--- config.mk ---
export PLATFORM = sky130hd
export DESIGN_NAME = dphy_hs_lane_tx
export DESIGN_NICKNAME = d
export VERILOG_FILES = /design/src/rtl/dphy_hs_lane_tx.sv
export SDC_FILE = /design/constraint.sdc
export NUM_CORES = 1
export LEC_CHECK = 0
export ABC_CLOCK_PERIOD_IN_PS = 2750
export CAP_MARGIN = 10
export CORE_MARGIN = 3
export CORE_UTILIZATION = 40
export DETAILED_ROUTE_END_ITERATION = 7
export GPL_TIMING_DRIVEN = 0
export HOLD_SLACK_MARGIN = 0.03
export PLACE_DENSITY = 0.73
export SYNTH_ARGS = -nofsm -noshare
export SYNTH_HDL_FRONTEND = slang
export SYNTH_SLANG_ARGS = --single-unit
--- constraint.sdc ---
create_clock -name dphy_clk -period 2.75 [get_ports dphy_clk]
set_input_delay 0.55 -clock dphy_clk [delete_from_list [all_inputs] [get_ports dphy_clk]]
set_output_delay 0.55 -clock dphy_clk [all_outputs]
set_load 0.01 [all_outputs]
--- src/rtl/dphy_hs_lane_tx.sv ---
// rtl/dphy_hs_lane_tx.sv - single-lane D-PHY HS transmit sequencer and dibit serializer
// Outputs are flops loaded from the next-state decode, so they track state/phase/shifter exactly.
module dphy_hs_lane_tx #(
    parameter int T_LPX      = 8,
    parameter int T_HS_PREP  = 8,
    parameter int T_HS_ZERO  = 16,
    parameter int T_HS_TRAIL = 12,
    parameter int T_HS_EXIT  = 16
) (
    input  logic       dphy_clk,
    input  logic       areset,
    input  logic       tx_valid,
    input  logic [7:0] tx_data,
    input  logic       tx_last,
    output logic       tx_ready,
    output logic [1:0] hs_dout,
    output logic       hs_oe,
    output logic [1:0] lp_dout,
    output logic       busy,
    output logic       underrun
);

    typedef enum logic [2:0] {
        S_IDLE, S_LPX, S_PREP, S_ZERO, S_SYNC, S_DATA, S_TRAIL, S_EXIT
    } state_t;

    localparam logic [7:0] LPX_END   = 8'(T_LPX - 1);
    localparam logic [7:0] PREP_END  = 8'(T_HS_PREP - 1);
    localparam logic [7:0] ZERO_END  = 8'(T_HS_ZERO - 1);
    localparam logic [7:0] TRAIL_END = 8'(T_HS_TRAIL - 1);
    localparam logic [7:0] EXIT_END  = 8'(T_HS_EXIT - 1);
    localparam logic [7:0] PHASE_END = 8'd3;
    localparam logic [7:0] SYNC_BYTE = 8'hB8;

    state_t     state, state_nx;
    logic [7:0] cnt, cnt_nx;
    logic [7:0] shifter, shift_nx;
    logic       last_acc, last_nx;
    logic       trail_bit, tbit_nx;
    logic       und_nx, ready_nx, oe_nx, busy_nx;
    logic [1:0] hs_nx, lp_nx;
    logic [7:0] hs_byte;
    logic       accept;

    always_comb begin
        state_nx = state;
        cnt_nx   = cnt + 8'd1;
        shift_nx = shifter;
        last_nx  = last_acc;
        tbit_nx  = trail_bit;
        und_nx   = 1'b0;
        accept   = tx_ready && tx_valid;
        case (state)
            S_IDLE: begin
                cnt_nx = '0;
                if (tx_valid) state_nx = S_LPX;
            end
            S_LPX: if (cnt == LPX_END) begin
                state_nx = S_PREP;
                cnt_nx   = '0;
            end
            S_PREP: if (cnt == PREP_END) begin
                state_nx = S_ZERO;
                cnt_nx   = '0;
            end
            S_ZERO: if (cnt == ZERO_END) begin
                state_nx = S_SYNC;
                cnt_nx   = '0;
                last_nx  = 1'b0;
            end
            S_SYNC, S_DATA: if (cnt == PHASE_END) begin
                cnt_nx = '0;
                if (accept) begin
                    state_nx = S_DATA;
                    shift_nx = tx_data;
                    last_nx  = tx_last;
                end else begin
                    // Ready point without a byte is an underrun; after tx_last ready is low so no pulse.
                    state_nx = S_TRAIL;
                    tbit_nx  = (state == S_DATA) ? shifter[7] : 1'b0;
                    und_nx   = tx_ready;
                end
            end
            S_TRAIL: if (cnt == TRAIL_END) begin
                state_nx = S_EXIT;
                cnt_nx   = '0;
            end
            S_EXIT: if (cnt == EXIT_END) begin
                state_nx = S_IDLE;
                cnt_nx   = '0;
            end
            default: begin
                state_nx = S_IDLE;
                cnt_nx   = '0;
            end
        endcase

        hs_byte  = (state_nx == S_SYNC) ? SYNC_BYTE : shift_nx;
        ready_nx = (cnt_nx == PHASE_END) &&
                   ((state_nx == S_SYNC) || ((state_nx == S_DATA) && !last_nx));
        busy_nx  = (state_nx != S_IDLE);
        oe_nx    = 1'b0;
        hs_nx    = 2'b00;
        lp_nx    = 2'b00;
        case (state_nx)
            S_IDLE, S_EXIT: lp_nx = 2'b11;
            S_LPX:          lp_nx = 2'b01;
            S_PREP:         lp_nx = 2'b00;
            S_ZERO:         oe_nx = 1'b1;
            S_SYNC, S_DATA: begin
                oe_nx = 1'b1;
                hs_nx = hs_byte[{cnt_nx[1:0], 1'b0} +: 2];
            end
            S_TRAIL: begin
                oe_nx = 1'b1;
                hs_nx = {~tbit_nx, ~tbit_nx};
            end
            default: lp_nx = 2'b11;
        endcase
    end

    always_ff @(posedge dphy_clk or posedge areset) begin
        if (areset) begin
            state     <= S_IDLE;
            cnt       <= '0;
            shifter   <= '0;
            last_acc  <= 1'b0;
            trail_bit <= 1'b0;
            tx_ready  <= 1'b0;
            hs_dout   <= 2'b00;
            hs_oe     <= 1'b0;
            lp_dout   <= 2'b11;
            busy      <= 1'b0;
            underrun  <= 1'b0;
        end else begin
            state     <= state_nx;
            cnt       <= cnt_nx;
            shifter   <= shift_nx;
            last_acc  <= last_nx;
            trail_bit <= tbit_nx;
            tx_ready  <= ready_nx;
            hs_dout   <= hs_nx;
            hs_oe     <= oe_nx;
            lp_dout   <= lp_nx;
            busy      <= busy_nx;
            underrun  <= und_nx;
        end
    end

endmodule

==> impl_metrics.py <==
metrics = {
    "run_status": {
        "status": "finished clean",
    },
    "sta": {
        "period_share_pct": 95.9,
        "worst_slew_pin_slew_ns": 0.551,
        "relSlewSlack_pct": 63.0,
        "setup_violations": 0,
        "clock_skew_ns": 0.00639,
        "finalHoldViolations": 0,
        "timing.fmax_mhz": 379,
        "timing.hold.ws_ns": 0.490,
        "min_period_ns": 2.64,
        "final_max_slew_viol_count": 0,
    },
    "floorplanning": {
        "initial_core_util_pct": 43.0,
        "die_area_sq_um": 4860,
        "rows": 22,
        "core_sq_um": 3770,
        "die_x_um": 69.7,
        "die_h_um": 69.7,
        "ios": 20,
    },
    "final_layout": {
        "area_growth_pct": 26.8,
        "postLayoutCoreUtil_pct": 54.5,
        "diodes": 0,
        "drive_above_1_share_pct": 15.2,
        "fin_nets": 209,
    },
    "pwr": {
        "irDropWorstVdd_mv": 0.680,
        "p_leak_nw": 0.886,
        "powerDensity_nw_per_um2": 1120,
    },
    "clocking": {
        "clock-root-buffer": "clkbuf_8",
        "clock_sinks": 29,
        "clkTransAtPathRegs_ns": 0.07,
        "cts-buffers-inserted": 5,
        "clock_latency_ns": 0.28,
        "clk_path_buf_depth": 2,
        "postCtsHoldBufs": 0,
        "cts_max_level": 2,
        "cts_tree": "built",
    },
    "synth": {
        "synthSimpleGateAreaFrac_pct": 23.4,
        "synthAdderAreaFrac_pct": 1.39,
        "synth-edff-count": 0,
        "synthCells": 166,
        "synth_compound_area_share_pct": 12.6,
        "syn_nets": 179,
        "syn_avg_cell_area_sq_um": 9.78,
        "syn_area_sq_um": 1620,
        "synth-seq-cells": 29,
        "synthArstFlopShare_pct": 100,
        "synth_xor_xnor_area_share_pct": 4.86,
        "muxShareOfSynthArea_pct": 7.94,
        "synthFlopType": "dfrtp_1",
        "synth_cell_type_count": 51,
        "synth_top_family_by_area": "simple AND/OR/NAND/NOR gates",
        "ys_seq_area_share_pct": 44.9,
        "ys_warn_count": 0,
    },
    "setup_path": {
        "worstPathRequired_ns": 2.93,
        "path_max_fanout": 10,
        "worst_ep_arrival_time_ns": 2.82,
        "critPathLaunchType": "register",
        "r2r_setup_slack_ns": 0.11,
        "end_kind": "register",
        "worstSetupPathType": "reg2reg",
    },
    "grt": {
        "overflow": 0,
        "grt_start_max_net_pins": 30,
        "antenna_found_initial": 0,
        "grt_usage_pct": 15.9,
        "grt_pass1_vias": 1301,
        "grt_pass1_wl_um": 6150,
    },
    "flow_run": {
        "maxCapViolCount": 0,
    },
    "routing": {
        "ant_nets": 0,
        "drt-pass1-iter-count": 4,
        "totalWireLength_um": 3540,
        "drc_errors": 0,
        "num_vias": 1348,
        "wl_per_cell_um": 14.4,
        "drtIter0Drc": 127,
        "via_per_inst": 5.50,
    },
    "placed_design": {
        "dpl.hpwl_um": 2460,
        "routabilityCongestion": 0.893,
        "io_buffers": 19,
    },
    "worst_hold_path": {
        "hp-class": "reg2reg",
    },
}
[synth_stat cells, drive strengths merged (3+ instances only)]
cell     n  area share (%)
xnor2    7             3.8
and3     4             1.5
nand4    3             1.2
nor3     6             1.9
clkbuf   6             1.4
mux2     9             6.7
a21oi    5             1.5
inv     11             2.5
nor2    14             3.2
nand2   12             2.8
o21ai    6             1.8
dfrtp   27              42
nand3   10             3.4
nor3b    3             1.4
[report_power, final]
group	internal, mW	switching [mW]
logic	0.518	0.697
registers	0.585	0.0808
clock network	0.268	0.165
[cell usage in the layout, fill, tap and decap left out, types with 3 or more instances in the layout]
master	count
dfrtp_1	24
and3_1	4
o21ai_0	5
a21oi_1	5
clkdlybuf4s50_1	19
nor2_1	14
buf_4	4
nand2_1	12
clkbuf_8	5
xnor2_1	7
mux2_2	3
nor3b_1	3
inv_1	10
dfrtp_2	3
nor3_1	6
nand3_1	9
clkbuf_1	6
mux2_1	4
nand4_1	3
[sequential cells by signal, indices dropped and copies added (netlist names), 2 cells and up]
signal / cells
cnt: 8
hs_dout: 2
lp_dout: 2
shifter: 8
state: 3
[kinds of logic (layout without fill, tap and decap cells)]
logic type | count (synthesis) | in the layout
buffers and inverters | 19 | 50
AOI/OAI and AO/OA | 29 | 29
adders and majority gates | 2 | 2
and+or+nand+nor | 67 | 67
DFF | 29 | 29
xor gates and xnor gates | 9 | 9
muxes | 11 | 11
[routing by layer]
layer	share of wire (%)	GRT usage, %	vias to the layer above
met5	0	0	-
met4	2.0	8.30	0
met3	7.1	3.48	10
met2	46	23.7	41
met1	45	21.4	645
li1	-	-	652
[timing repair]
action | CTS | global route
setup endpoints to repair | 3 | 3
pin swaps | 1 | 2
gates resized for setup | 3 | 4
setup buffers | 1 | 3
[critical path, stage by stage, from the launching register on]
cell	delay (ns)
dfrtp_2	0.44
nor4_4	0.33
nand3_2	0.17
or4_4	0.51
buf_6	0.16
mux2_4	0.30
mux2_2	0.27
o221a_1	0.26
o21a_1	0.10
[cell type report]
cell class | count | area, sq um
Timing Repair Buffer | 24 | 248
Multi-Input combinational cell | 118 | 833
Clock buffer | 6 | 72.6
Buffer | 7 | 35.0
Inverter | 11 | 41.3
Sequential cell | 29 | 732
Fill cell | 338 | 1710
Tap cell | 48 | 60.1
Clock inverter | 2 | 35.0
[metrics by stage]
stage,total power [mW],instance area [sq um],std cells,TNS [ns],setup slack [ns]
after floorplan,1.50,1620,166,0,0.0922
after global placement,1.80,1870,233,-0.383,-0.275
after detailed placement,1.80,1870,233,-0.350,-0.258
after CTS,2.28,1990,241,0,0.0657
after global routing,2.52,2060,245,-0.00583,-0.00583
final,2.31,2060,245,0,0.112
[worst paths after layout]
path                               to  depth (start not counted)       start
setup / recovery           hs_dout[1]                          8      cnt[5]
hold / removal             shifter[0]                          1  shifter[0]
setup reg to reg           hs_dout[1]                          8      cnt[5]
hold reg to reg            shifter[0]                          1  shifter[0]
max in group asynchronous  lp_dout[1]                          3      areset
min in group asynchronous      cnt[2]                          2      areset
Power figures use the tool's default switching activity.
